<file path="src/rtl/zx_dma_arbiter.sv">
// Shares RAM port A between the Z80 and a DMA requester.
// The bus is taken with the nBUSRQ/nBUSACK handshake and each DMA grant is time-limited.
module zx_dma_arbiter #(
  parameter int ADDR_W   = 17,
  parameter int READ_LAT = 2,
  parameter int HOLD_MAX = 256,
  parameter int GAP_MIN  = 64
) (
  input  logic              clock_25,
  input  logic              RESET_N,
  input  logic              i_cpu_nbusack,
  output logic              o_cpu_nbusrq,
  input  logic [ADDR_W-1:0] i_cpu_addr,
  input  logic [7:0]        i_cpu_wdata,
  input  logic              i_cpu_we,
  input  logic              i_dma_req,
  input  logic [ADDR_W-1:0] i_dma_addr,
  input  logic [7:0]        i_dma_wdata,
  input  logic              i_dma_we,
  input  logic              i_dma_last,
  output logic              o_dma_ack,
  output logic [7:0]        o_dma_rdata,
  output logic              o_dma_rvalid,
  input  logic [7:0]        i_mem_q,
  output logic [ADDR_W-1:0] o_mem_addr,
  output logic [7:0]        o_mem_data,
  output logic              o_mem_wren,
  output logic              o_dma_owner
);

  localparam int BEAT_W = $clog2(HOLD_MAX + 1);
  localparam int GAP_W  = $clog2(GAP_MIN + 1);

  typedef enum logic [2:0] {
    S_IDLE     = 3'd0,
    S_REQ      = 3'd1,
    S_GRANT    = 3'd2,
    S_DRAIN    = 3'd3,
    S_WAIT_REL = 3'd4
  } state_t;

  state_t              r_state;
  logic                r_ack_meta;
  logic                r_ack_s;
  logic                r_nbusrq;
  logic                r_owner;
  logic [GAP_W-1:0]    r_gap_cnt;
  logic [BEAT_W-1:0]   r_beat_cnt;
  logic [READ_LAT-1:0] r_rd_pipe;

  logic                w_beat;
  logic                w_rd_beat;
  logic                w_hold_hit;
  logic                w_pipe_drained;
  logic [READ_LAT-1:0] w_pipe_shift;

  assign w_beat         = (r_state == S_GRANT) && i_dma_req;
  assign w_rd_beat      = w_beat && !i_dma_we;
  assign w_hold_hit     = (r_beat_cnt == BEAT_W'(HOLD_MAX - 1));
  assign w_pipe_shift   = r_rd_pipe << 1'b1;
  // Only the last stage may still be busy: it delivers in this very cycle.
  assign w_pipe_drained = (w_pipe_shift == {READ_LAT{1'b0}});

  // Two-flop synchronizer for the asynchronous nBUSACK.
  always_ff @(posedge clock_25) begin
    if (!RESET_N) begin
      r_ack_meta <= 1'b1;
      r_ack_s    <= 1'b1;
    end else begin
      r_ack_meta <= i_cpu_nbusack;
      r_ack_s    <= r_ack_meta;
    end
  end

  // Read-beat tracker: one bit per beat in flight, aligned to the RAM read latency.
  always_ff @(posedge clock_25) begin
    if (!RESET_N) begin
      r_rd_pipe <= {READ_LAT{1'b0}};
    end else begin
      r_rd_pipe <= w_pipe_shift | READ_LAT'(w_rd_beat);
    end
  end

  // Bus ownership FSM with hold limit and post-release gap.
  always_ff @(posedge clock_25) begin
    if (!RESET_N) begin
      r_state    <= S_IDLE;
      r_nbusrq   <= 1'b1;
      r_owner    <= 1'b0;
      r_gap_cnt  <= {GAP_W{1'b0}};
      r_beat_cnt <= {BEAT_W{1'b0}};
    end else begin
      case (r_state)
        S_IDLE: begin
          if (r_gap_cnt != {GAP_W{1'b0}}) begin
            r_gap_cnt <= r_gap_cnt - GAP_W'(1);
          end else if (i_dma_req) begin
            r_state  <= S_REQ;
            r_nbusrq <= 1'b0;
          end
        end
        S_REQ: begin
          if (!r_ack_s) begin
            r_state    <= S_GRANT;
            r_owner    <= 1'b1;
            r_beat_cnt <= {BEAT_W{1'b0}};
          end
        end
        S_GRANT: begin
          if (!i_dma_req) begin
            r_state <= S_DRAIN;
          end else begin
            r_beat_cnt <= r_beat_cnt + BEAT_W'(1);
            if (i_dma_last || w_hold_hit) begin
              r_state <= S_DRAIN;
            end
          end
        end
        S_DRAIN: begin
          if (w_pipe_drained) begin
            r_state  <= S_WAIT_REL;
            r_owner  <= 1'b0;
            r_nbusrq <= 1'b1;
          end
        end
        S_WAIT_REL: begin
          if (r_ack_s) begin
            r_gap_cnt <= GAP_W'(GAP_MIN);
            r_state   <= S_IDLE;
          end
        end
        default: begin
          r_state  <= S_IDLE;
          r_nbusrq <= 1'b1;
          r_owner  <= 1'b0;
        end
      endcase
    end
  end

  // Port A mux: the select is only the registered owner flag.
  always_comb begin
    o_mem_addr = i_cpu_addr;
    o_mem_data = i_cpu_wdata;
    o_mem_wren = 1'b0;
    if (r_owner) begin
      o_mem_addr = i_dma_addr;
      o_mem_data = i_dma_wdata;
      o_mem_wren = w_beat && i_dma_we;
    end else begin
      o_mem_addr = i_cpu_addr;
      o_mem_data = i_cpu_wdata;
      o_mem_wren = i_cpu_we && RESET_N;
    end
  end

  assign o_cpu_nbusrq = r_nbusrq;
  assign o_dma_owner  = r_owner;
  assign o_dma_ack    = w_beat;
  assign o_dma_rvalid = r_rd_pipe[READ_LAT-1];
  assign o_dma_rdata  = r_rd_pipe[READ_LAT-1] ? i_mem_q : 8'h00;

endmodule
</file>
<file path="config.mk">
export PLATFORM = sky130hd
export DESIGN_NAME = zx_dma_arbiter
export DESIGN_NICKNAME = d
export VERILOG_FILES = /design/src/rtl/zx_dma_arbiter.sv
export SDC_FILE = /design/constraint.sdc
export NUM_CORES = 1
export LEC_CHECK = 0
export ABC_AREA = 1
export CORE_UTILIZATION = 41
export CTS_CLUSTER_SIZE = 20
export DETAILED_ROUTE_END_ITERATION = 10
export GPL_TIMING_DRIVEN = 1
export PLACE_DENSITY = 0.83
export REMOVE_ABC_BUFFERS = 1
export SYNTH_ARGS = -nofsm -noshare
export SYNTH_HDL_FRONTEND = slang
export SYNTH_SLANG_ARGS = --single-unit
</file>
<file path="constraint.sdc">
create_clock -name clock_25 -period 4.9 [get_ports clock_25]
set_clock_uncertainty 0.1 [all_clocks]
set_input_delay 1.47 -clock clock_25 [delete_from_list [all_inputs] [get_ports clock_25]]
set_output_delay 1.47 -clock clock_25 [all_outputs]
set_load 0.005 [all_outputs]
</file>
==> PnR_summary.wiki, run 1 <==
{| class="wikitable"
! Metric !! Value
|-
| Run status || completed
|-
| Die W || 67.06 um
|-
| Final routed wire length divided by cell count || 11.62 um
|-
| Final Wtd Congestion || 0.9228
|-
| Synthesized netlist cell count || 293
|-
| Total instance count after detailed placement || 438
|-
| Critical Path Sink Type || output pin
|-
| Wire length on met1 || 2.165 mm
|-
| Iter 0 DRT Violations || roughly 120
|-
| Post-detailed-placement half-perimeter wirelength || ~4 mm
|-
| Detailed-route vias per instance || between 4 and 5
|-
| Sink Count || 25
|-
| Count of non-filler cells in the finished layout || 442
|-
| Hold-fix buffers at CTS || 0
|-
| Num CTS Buffers || 3
|-
| Leading cell types in the layout, fill and taps excluded || 121 x sky130_fd_sc_hd__nand2_1, 102 x sky130_fd_sc_hd__clkdlybuf4s50_1, 31 x sky130_fd_sc_hd__inv_1
|-
| Gr ovfl total || 0
|-
| Die footprint || 4497 um^2
|-
| Critical path arrival || between 2000 and 3000 ps
|-
| Clk Latency, worst-skew pair || 270 ps
|-
| DR pass1 iterations || 4
|-
| Unique cell type count in the Yosys netlist || 29
|-
| Setup repair after global routing missed its margin || false
|-
| Clock tree from TritonCTS || yes
|-
| Worst-case headroom to the max-slew limit || between 50% and 60%
|-
| Maximum fanout along the worst path || 5
|-
| Diode insertion count for antenna repair || 0
|-
| Seq/Total Area, Yosys || 28.84%
|-
| Rows || 23
|-
| H-tree depth reported by CTS || 1
|-
| Met3 wire len || 398 um
|-
| Kind of cell adding the most delay to the critical path || buffers and inverters
|-
| Post-CTS repair timing setup buffer count || 0
|-
| Pin slew with the least headroom to its limit || approximately 700 ps
|-
| Relative area change from synthesis to final layout || 63.66%
|-
| Met2 routed wirelength || 2.517 mm
|-
| Highest clock frequency the design can meet || 224.5 MHz
|-
| Crit start category || input port
|-
| First-pass GRT wire length || 7.576 mm
|-
| Max_cap viols || 0
|-
| Tmin final || 4454 ps
|-
| Worst min-delay path category || reg2reg
|-
| Setup total negative slack || 0 ps
|-
| Cells along the critical path || clkdlybuf4s50_1 -> nand3_2 -> o21ai_0 -> clkdlybuf4s50_1
|-
| Netlist area before placement || 1735 um^2
|-
| Max-slew violations || 0
|-
| Crit-path most repeated cell || sky130_fd_sc_hd__clkdlybuf4s50_1
|-
| Maximum number of pins on one net before global-route repair || 29
|-
| Slowest stage cell on the critical path || sky130_fd_sc_hd__clkdlybuf4s50_1
|-
| Post-route ant nets || 0
|-
| Clock root buffer || sky130_fd_sc_hd__clkbuf_8
|-
| Count of buffering cells on the critical path with inverters included || 2
|-
| Endpoints failing hold || 0
|-
| Overall die height || approximately 67 um
|-
| Avg Cell Area, Syn || between 5 and 6 um^2
|-
| Final number of setup-violating endpoints || 0
|-
| GR Util All Layers || a little over a fifth
|-
| Flop and latch count out of synthesis || 25
|-
| CP peak stage delay || 560 ps
|-
| Starting utilization of the core area || a little over two fifths
|-
| Static Leak || around 1.3 nW
|-
| Data required time at the worst endpoint || 3330 ps
|-
| Share of post-route cells with drive strength above 1 || approximately 6.4%
|-
| Power density relative to cell area || 483.1 nW/um^2
|-
| Vias in the first global route || between 1,500 and 2,000
|-
| Post-detailed-route DRC marker count || 0
|-
| Fill cell count || around 340
|-
| Resize count post-CTS || 0
|-
| Input/output buffers || between 100 and 150
|-
| Total power || 0.001372 W
|-
| Drt total wl || slightly above 5 mm
|-
| Layout net count || 462
|-
| Total via count in the routed design || 2,101
|-
| # IOs || 103
|-
| Worst supply voltage drop on vdd || 0.2479 mV
|-
| Maximum number of buffers from clock root to sink || 2
|-
| Number of antenna violations at the first check in global routing || 0
|-
| Critical path class || in2out
|-
| Final period util || 90.89%
|-
| Uppermost layer routed || met4
|-
| Core area || just over 4000 um^2
|-
| Number of warnings printed during yosys synthesis || 0
|-
| Worst-path clk slew || 100 ps
|-
| Most frequent standard cell in the layout excluding fill and tap cells || sky130_fd_sc_hd__nand2_1
|}
## report_power, final
group	internal (W)	total, W	leakage, nW	switching (W)
registers	0.000263	0.000323	0.205	0.0000593
clock network	0.0000596	0.000130	0.0261	0.0000708
logic	0.000411	0.000919	1.12	0.000508
total	0.000734	0.00137	1.35	0.000638
## through the flow
step	setup WS, ps	util (%)	hold WS, ps	instance area [um^2]
final	446.2	70.50	321.0	2840
after floorplan	1557	-	292.5	1692
after CTS	435.5	70.50	322.4	2840
after global routing	358.2	70.50	344.5	2840
after detailed placement	458.7	69.25	297.7	2790
after global placement	448.8	69.25	297.0	2790
## sequential cells by signal (all words and copies together) (netlist names)
| register | flops |
|---|---|
| r_rd_pipe | 2 |
| r_ack_s | 1 |
| r_ack_meta | 1 |
| r_gap_cnt | 7 |
| o_cpu_nbusrq | 1 |
| o_dma_owner | 1 |
| r_state | 3 |
| r_beat_cnt | 9 |
## final cells by class
| cell class | instances | area, um^2 | share of cell area (%) |
|---|---|---|---|
| clock buffers | 3 | 41.29 | 1.454 |
| clock inverters | 1 | 8.758 | 0.3084 |
| inverters | 34 | 130.1 | 4.582 |
| multi-input cells | 225 | 1061 | 37.36 |
| flip-flops and latches | 25 | 500.5 | 17.62 |
| well taps | 50 | 62.56 | 2.203 |
| repair buffers | 104 | 1036 | 36.48 |
## routing by layer
layer / GRT usage, % / vias up
met4: 4.787 / 0
met5: 0 / -
li1: - / 1110
met3: 4.452 / 6
met2: 36.25 / 73
met1: 28.15 / 912
## cells in the mapped netlist
| cell type | n | area [um^2] |
|---|---|---|
| sky130_fd_sc_hd__nand3_1 | 24 | 120.1 |
| sky130_fd_sc_hd__nand2_2 | 3 | 18.77 |
| sky130_fd_sc_hd__buf_6 | 1 | 11.26 |
| sky130_fd_sc_hd__clkbuf_1 | 6 | 22.52 |
| sky130_fd_sc_hd__o21ai_0 | 4 | 20.02 |
| sky130_fd_sc_hd__clkinv_1 | 1 | 3.750 |
| sky130_fd_sc_hd__a21oi_1 | 13 | 65.06 |
| sky130_fd_sc_hd__inv_4 | 1 | 6.260 |
| sky130_fd_sc_hd__nor3_1 | 4 | 20.02 |
| sky130_fd_sc_hd__nand3_2 | 1 | 10.01 |
| sky130_fd_sc_hd__nand2_4 | 4 | 45.04 |
| sky130_fd_sc_hd__nor2_1 | 26 | 97.59 |
| sky130_fd_sc_hd__ha_1 | 4 | 50.05 |
| sky130_fd_sc_hd__or2_2 | 3 | 18.77 |
| sky130_fd_sc_hd__nand2_1 | 121 | 454.2 |
| sky130_fd_sc_hd__a21boi_2 | 1 | 11.26 |
| sky130_fd_sc_hd__xor2_1 | 3 | 26.28 |
| sky130_fd_sc_hd__nand3b_1 | 2 | 15.01 |
| sky130_fd_sc_hd__inv_2 | 1 | 3.750 |
| sky130_fd_sc_hd__nand4_2 | 1 | 12.51 |
| sky130_fd_sc_hd__nand4_1 | 5 | 31.28 |
| sky130_fd_sc_hd__buf_2 | 2 | 10.01 |
| sky130_fd_sc_hd__nor2_2 | 2 | 12.51 |
| sky130_fd_sc_hd__nor2_4 | 1 | 11.26 |
| sky130_fd_sc_hd__or2_1 | 1 | 6.260 |
| sky130_fd_sc_hd__o22ai_1 | 1 | 6.260 |
| sky130_fd_sc_hd__a21oi_2 | 1 | 8.760 |
| sky130_fd_sc_hd__dfxtp_1 | 25 | 500.5 |
| sky130_fd_sc_hd__inv_1 | 31 | 116.4 |
## final timing paths
check | cells past startpoint | slack, ps | endpoint | startpoint
setup / recovery | 4 | 450 | o_mem_wren | i_dma_req
hold / removal | 1 | 320 | r_ack_s$_SDFF_PN1_ | r_ack_meta$_SDFF_PN1_
setup reg to reg | 12 | 2840 | r_state[1]$_SDFFE_PN0P_ | r_beat_cnt[0]$_SDFFE_PN0P_
hold reg to reg | 1 | 320 | r_ack_s$_SDFF_PN1_ | r_ack_meta$_SDFF_PN1_
## worst reg2reg max path: cells and delay by family, from the launching register on
kind                       cells  cell delay, ps
adders and majority gates      2             350
DFF                            1             390
and+or+nand+nor               10            1120
## logic make-up after synthesis
logic type	after synthesis	share of synthesized area [%]
simple gates	198	50.32
buf+inv	43	10.02
flops	25	28.84
compound gates	20	6.417
fa+ha+maj	4	2.884
xor+xnor	3	1.514
(Power assumes the default switching activity.)
==> run 2, diff against run 1 <==
--- a/config.mk
+++ b/config.mk
@@ -6,11 +6,13 @@
 export NUM_CORES = 1
 export LEC_CHECK = 0
 export ABC_AREA = 1
-export CORE_UTILIZATION = 41
+export CELL_PAD_IN_SITES_DETAIL_PLACEMENT = 0
+export CELL_PAD_IN_SITES_GLOBAL_PLACEMENT = 1
+export CORE_UTILIZATION = 26
 export CTS_CLUSTER_SIZE = 20
 export DETAILED_ROUTE_END_ITERATION = 10
 export GPL_TIMING_DRIVEN = 1
-export PLACE_DENSITY = 0.83
+export PLACE_DENSITY = 0.82
 export REMOVE_ABC_BUFFERS = 1
 export SYNTH_ARGS = -nofsm -noshare
 export SYNTH_HDL_FRONTEND = slang
==> run 2 against run 1 <==
Net effect: hold slack worse by 4.7 ps; non-clock buffer count stayed put; final area is 1.0% higher; first-iteration DRC count is 23% lower; core utilization is 26 points lower; combinational power is 1% lower; largest power group unchanged.
==> PnR_summary.wiki, run 2 (synthesis gave the netlist of run 1 again) <==
{| class="wikitable"
! Metric !! Value
|-
| Post-detailed-placement half-perimeter wirelength || 4.229 mm
|-
| GR Util All Layers || 15.57%
|-
| R2R Setup Slk || 2790 ps
|-
| Overall die height || 83.70 um
|-
| Area of the multi-input gates || ~1100 um^2
|-
| Crit start category || input port
|-
| Die W || ~84 um
|-
| Hold slack || 316.3 ps
|-
| First-pass GRT wire length || ~9.1 mm
|-
| Endpoints failing hold || 0
|-
| Max_cap viols || 0
|-
| Leading cell types in the layout, fill and taps excluded || 121 x sky130_fd_sc_hd__nand2_1, 102 x sky130_fd_sc_hd__clkdlybuf4s50_1, 31 x sky130_fd_sc_hd__inv_1
|-
| Starting utilization of the core area || a little over a quarter
|-
| Input/output buffers || ~100
|-
| Final Wtd Congestion || 0.7719
|-
| Fill cell count || 685
|-
| # IOs || 103
|-
| Resize count post-CTS || 0
|-
| Worst min-delay path category || reg2reg
|-
| Critical register-to-register path startpoint || r_beat_cnt[0]$_SDFFE_PN0P_
|-
| Critical hold path startpoint || r_ack_meta$_SDFF_PN1_
|-
| Share of post-route cells with drive strength above 1 || 6.122%
|-
| Post-route ant nets || 0
|-
| Final number of setup-violating endpoints || 0
|-
| Num CTS Buffers || 3
|-
| Maximum number of pins on one net before global-route repair || 29
|-
| Highest clock frequency the design can meet || roughly 230 MHz
|-
| Clock tree from TritonCTS || yes
|-
| DR pass1 iterations || 4
|-
| Drt total wl || 5.429 mm
|-
| Post-detailed-route DRC marker count || 0
|-
| Static Leak || 1.346 nW
|-
| Number of flip-flops in the largest register || 9
|-
| Detailed-route vias per instance || ~4.4
|-
| Register containing the most flip-flops in the final layout || r_beat_cnt
|-
| Maximum number of buffers from clock root to sink || 2
|-
| Max-slew violations || 0
|-
| Final worst-path setup slack || 518.5 ps
|-
| Place WS || between 500 and 600 ps
|-
| Worst hold path depth || 1
|-
| Core area || approximately 6400 um^2
|-
| Clock root buffer || sky130_fd_sc_hd__clkbuf_8
|-
| Utilization of the core after routing || between 40% and 50%
|-
| Number of antenna violations at the first check in global routing || 0
|-
| Tmin final || around 4400 ps
|-
| Rows || 29
|-
| Largest registers || r_beat_cnt (9), r_gap_cnt (7), r_state (3)
|-
| Diode insertion count for antenna repair || 0
|-
| Worst-path clk slew || 80 ps
|-
| Post-CTS repair timing setup buffer count || 0
|-
| Clk Latency, worst-skew pair || 270 ps
|-
| Post-route cell area || 2869 um^2
|-
| Critical Path Sink Type || output pin
|-
| Run status || completed
|-
| H-tree depth reported by CTS || 1
|-
| R2R Path End || r_state[1]$_SDFFE_PN0P_
|-
| Area of all sequential standard cells || 500.5 um^2
|-
| Gr ovfl total || 0
|-
| Worst supply voltage drop on vdd || a little over 0.3 mV
|-
| Depth of the worst register-to-register path || 12
|-
| Final period util || 89.42%
|-
| Iter 0 DRT Violations || 89
|-
| Power density relative to cell area || 472.1 nW/um^2
|-
| Relative area change from synthesis to final layout || 65.32%
|-
| Vias in the first global route || 1,878
|-
| Maximum fanout along the worst path || 5
|-
| Data required time at the worst endpoint || about 3300 ps
|-
| Hold endpoint || r_ack_s$_SDFF_PN1_
|-
| Critical path arrival || around 2800 ps
|-
| Placed standard-cell area || 2824 um^2
|-
| Hold-fix buffers at CTS || 0
|-
| Setup repair after global routing missed its margin || false
|-
| Pin slew with the least headroom to its limit || 742.2 ps
|-
| Layout net count || 462
|-
| Sink Count || 25
|-
| Worst-case headroom to the max-slew limit || 50.21%
|-
| Setup total negative slack || 0 ps
|-
| Critical path class || in2out
|-
| Die footprint || between 7000 and 8000 um^2
|-
| Total via count in the routed design || 2,056
|-
| Most frequent standard cell in the layout excluding fill and tap cells || sky130_fd_sc_hd__nand2_1
|-
| Final routed wire length divided by cell count || 11.58 um
|}
-- run 2: stage by stage --
step | instances | power, W
floorplan | 284 | 0.0009007
detailed placement | 465 | 0.001242
global placement | 465 | 0.001236
global route | 469 | 0.001505
CTS | 469 | 0.001370
finish | 469 | 0.001354
-- run 2: area by class of cell --
class / count / area share, %
inverters: 34 / 4.536
flip-flops and latches: 25 / 17.44
well taps: 77 / 3.358
repair buffers: 104 / 36.11
multi-input cells: 225 / 36.98
clock buffers: 4 / 1.570
-- run 2: how the worst max path moves through the flow --
stage               from         end  slack, ps
6_report       i_dma_req  o_mem_wren        520
3_3_place_gp   i_dma_req  o_mem_wren        520
3_5_place_dp   i_dma_req  o_mem_wren        510
2_1_floorplan  i_dma_req  o_mem_wren       1560
5_1_grt        i_dma_req  o_mem_wren        410
4_1_cts        i_dma_req  o_mem_wren        500
-- run 2: where the power goes --
| part | internal, W | leakage [nW] | switching (W) |
|---|---|---|---|
| Sequential | 0.000263 | 0.205 | 0.0000571 |
| Combinational | 0.000411 | 1.12 | 0.000499 |
| Clock | 0.0000582 | 0.0228 | 0.0000664 |
-- run 2: worst max-delay path, stage by stage --
cell                              delay (ps)
sky130_fd_sc_hd__clkdlybuf4s50_1         490
sky130_fd_sc_hd__nand3_2                 140
sky130_fd_sc_hd__o21ai_0                 190
sky130_fd_sc_hd__clkdlybuf4s50_1         530
-- run 2: layer usage --
layer  vias to the layer above  global-route usage [%]  wire length [um]
met5                         -                       0                 0
met4                         0                   3.698                27
met3                         2                   2.770               326
met2                        67                   26.39              2464
met1                       884                   20.42              2610
li1                       1103                       -                 -
==> run 3, diff against run 2 <==
--- a/config.mk
+++ b/config.mk
@@ -9,6 +9,7 @@
 export CELL_PAD_IN_SITES_DETAIL_PLACEMENT = 0
 export CELL_PAD_IN_SITES_GLOBAL_PLACEMENT = 1
 export CORE_UTILIZATION = 26
+export CTS_CLUSTER_DIAMETER = 80
 export CTS_CLUSTER_SIZE = 20
 export DETAILED_ROUTE_END_ITERATION = 10
 export GPL_TIMING_DRIVEN = 1
==> results of run 3 <==
Same layout as run 2: the final DEF is identical, and so are final timing and power.
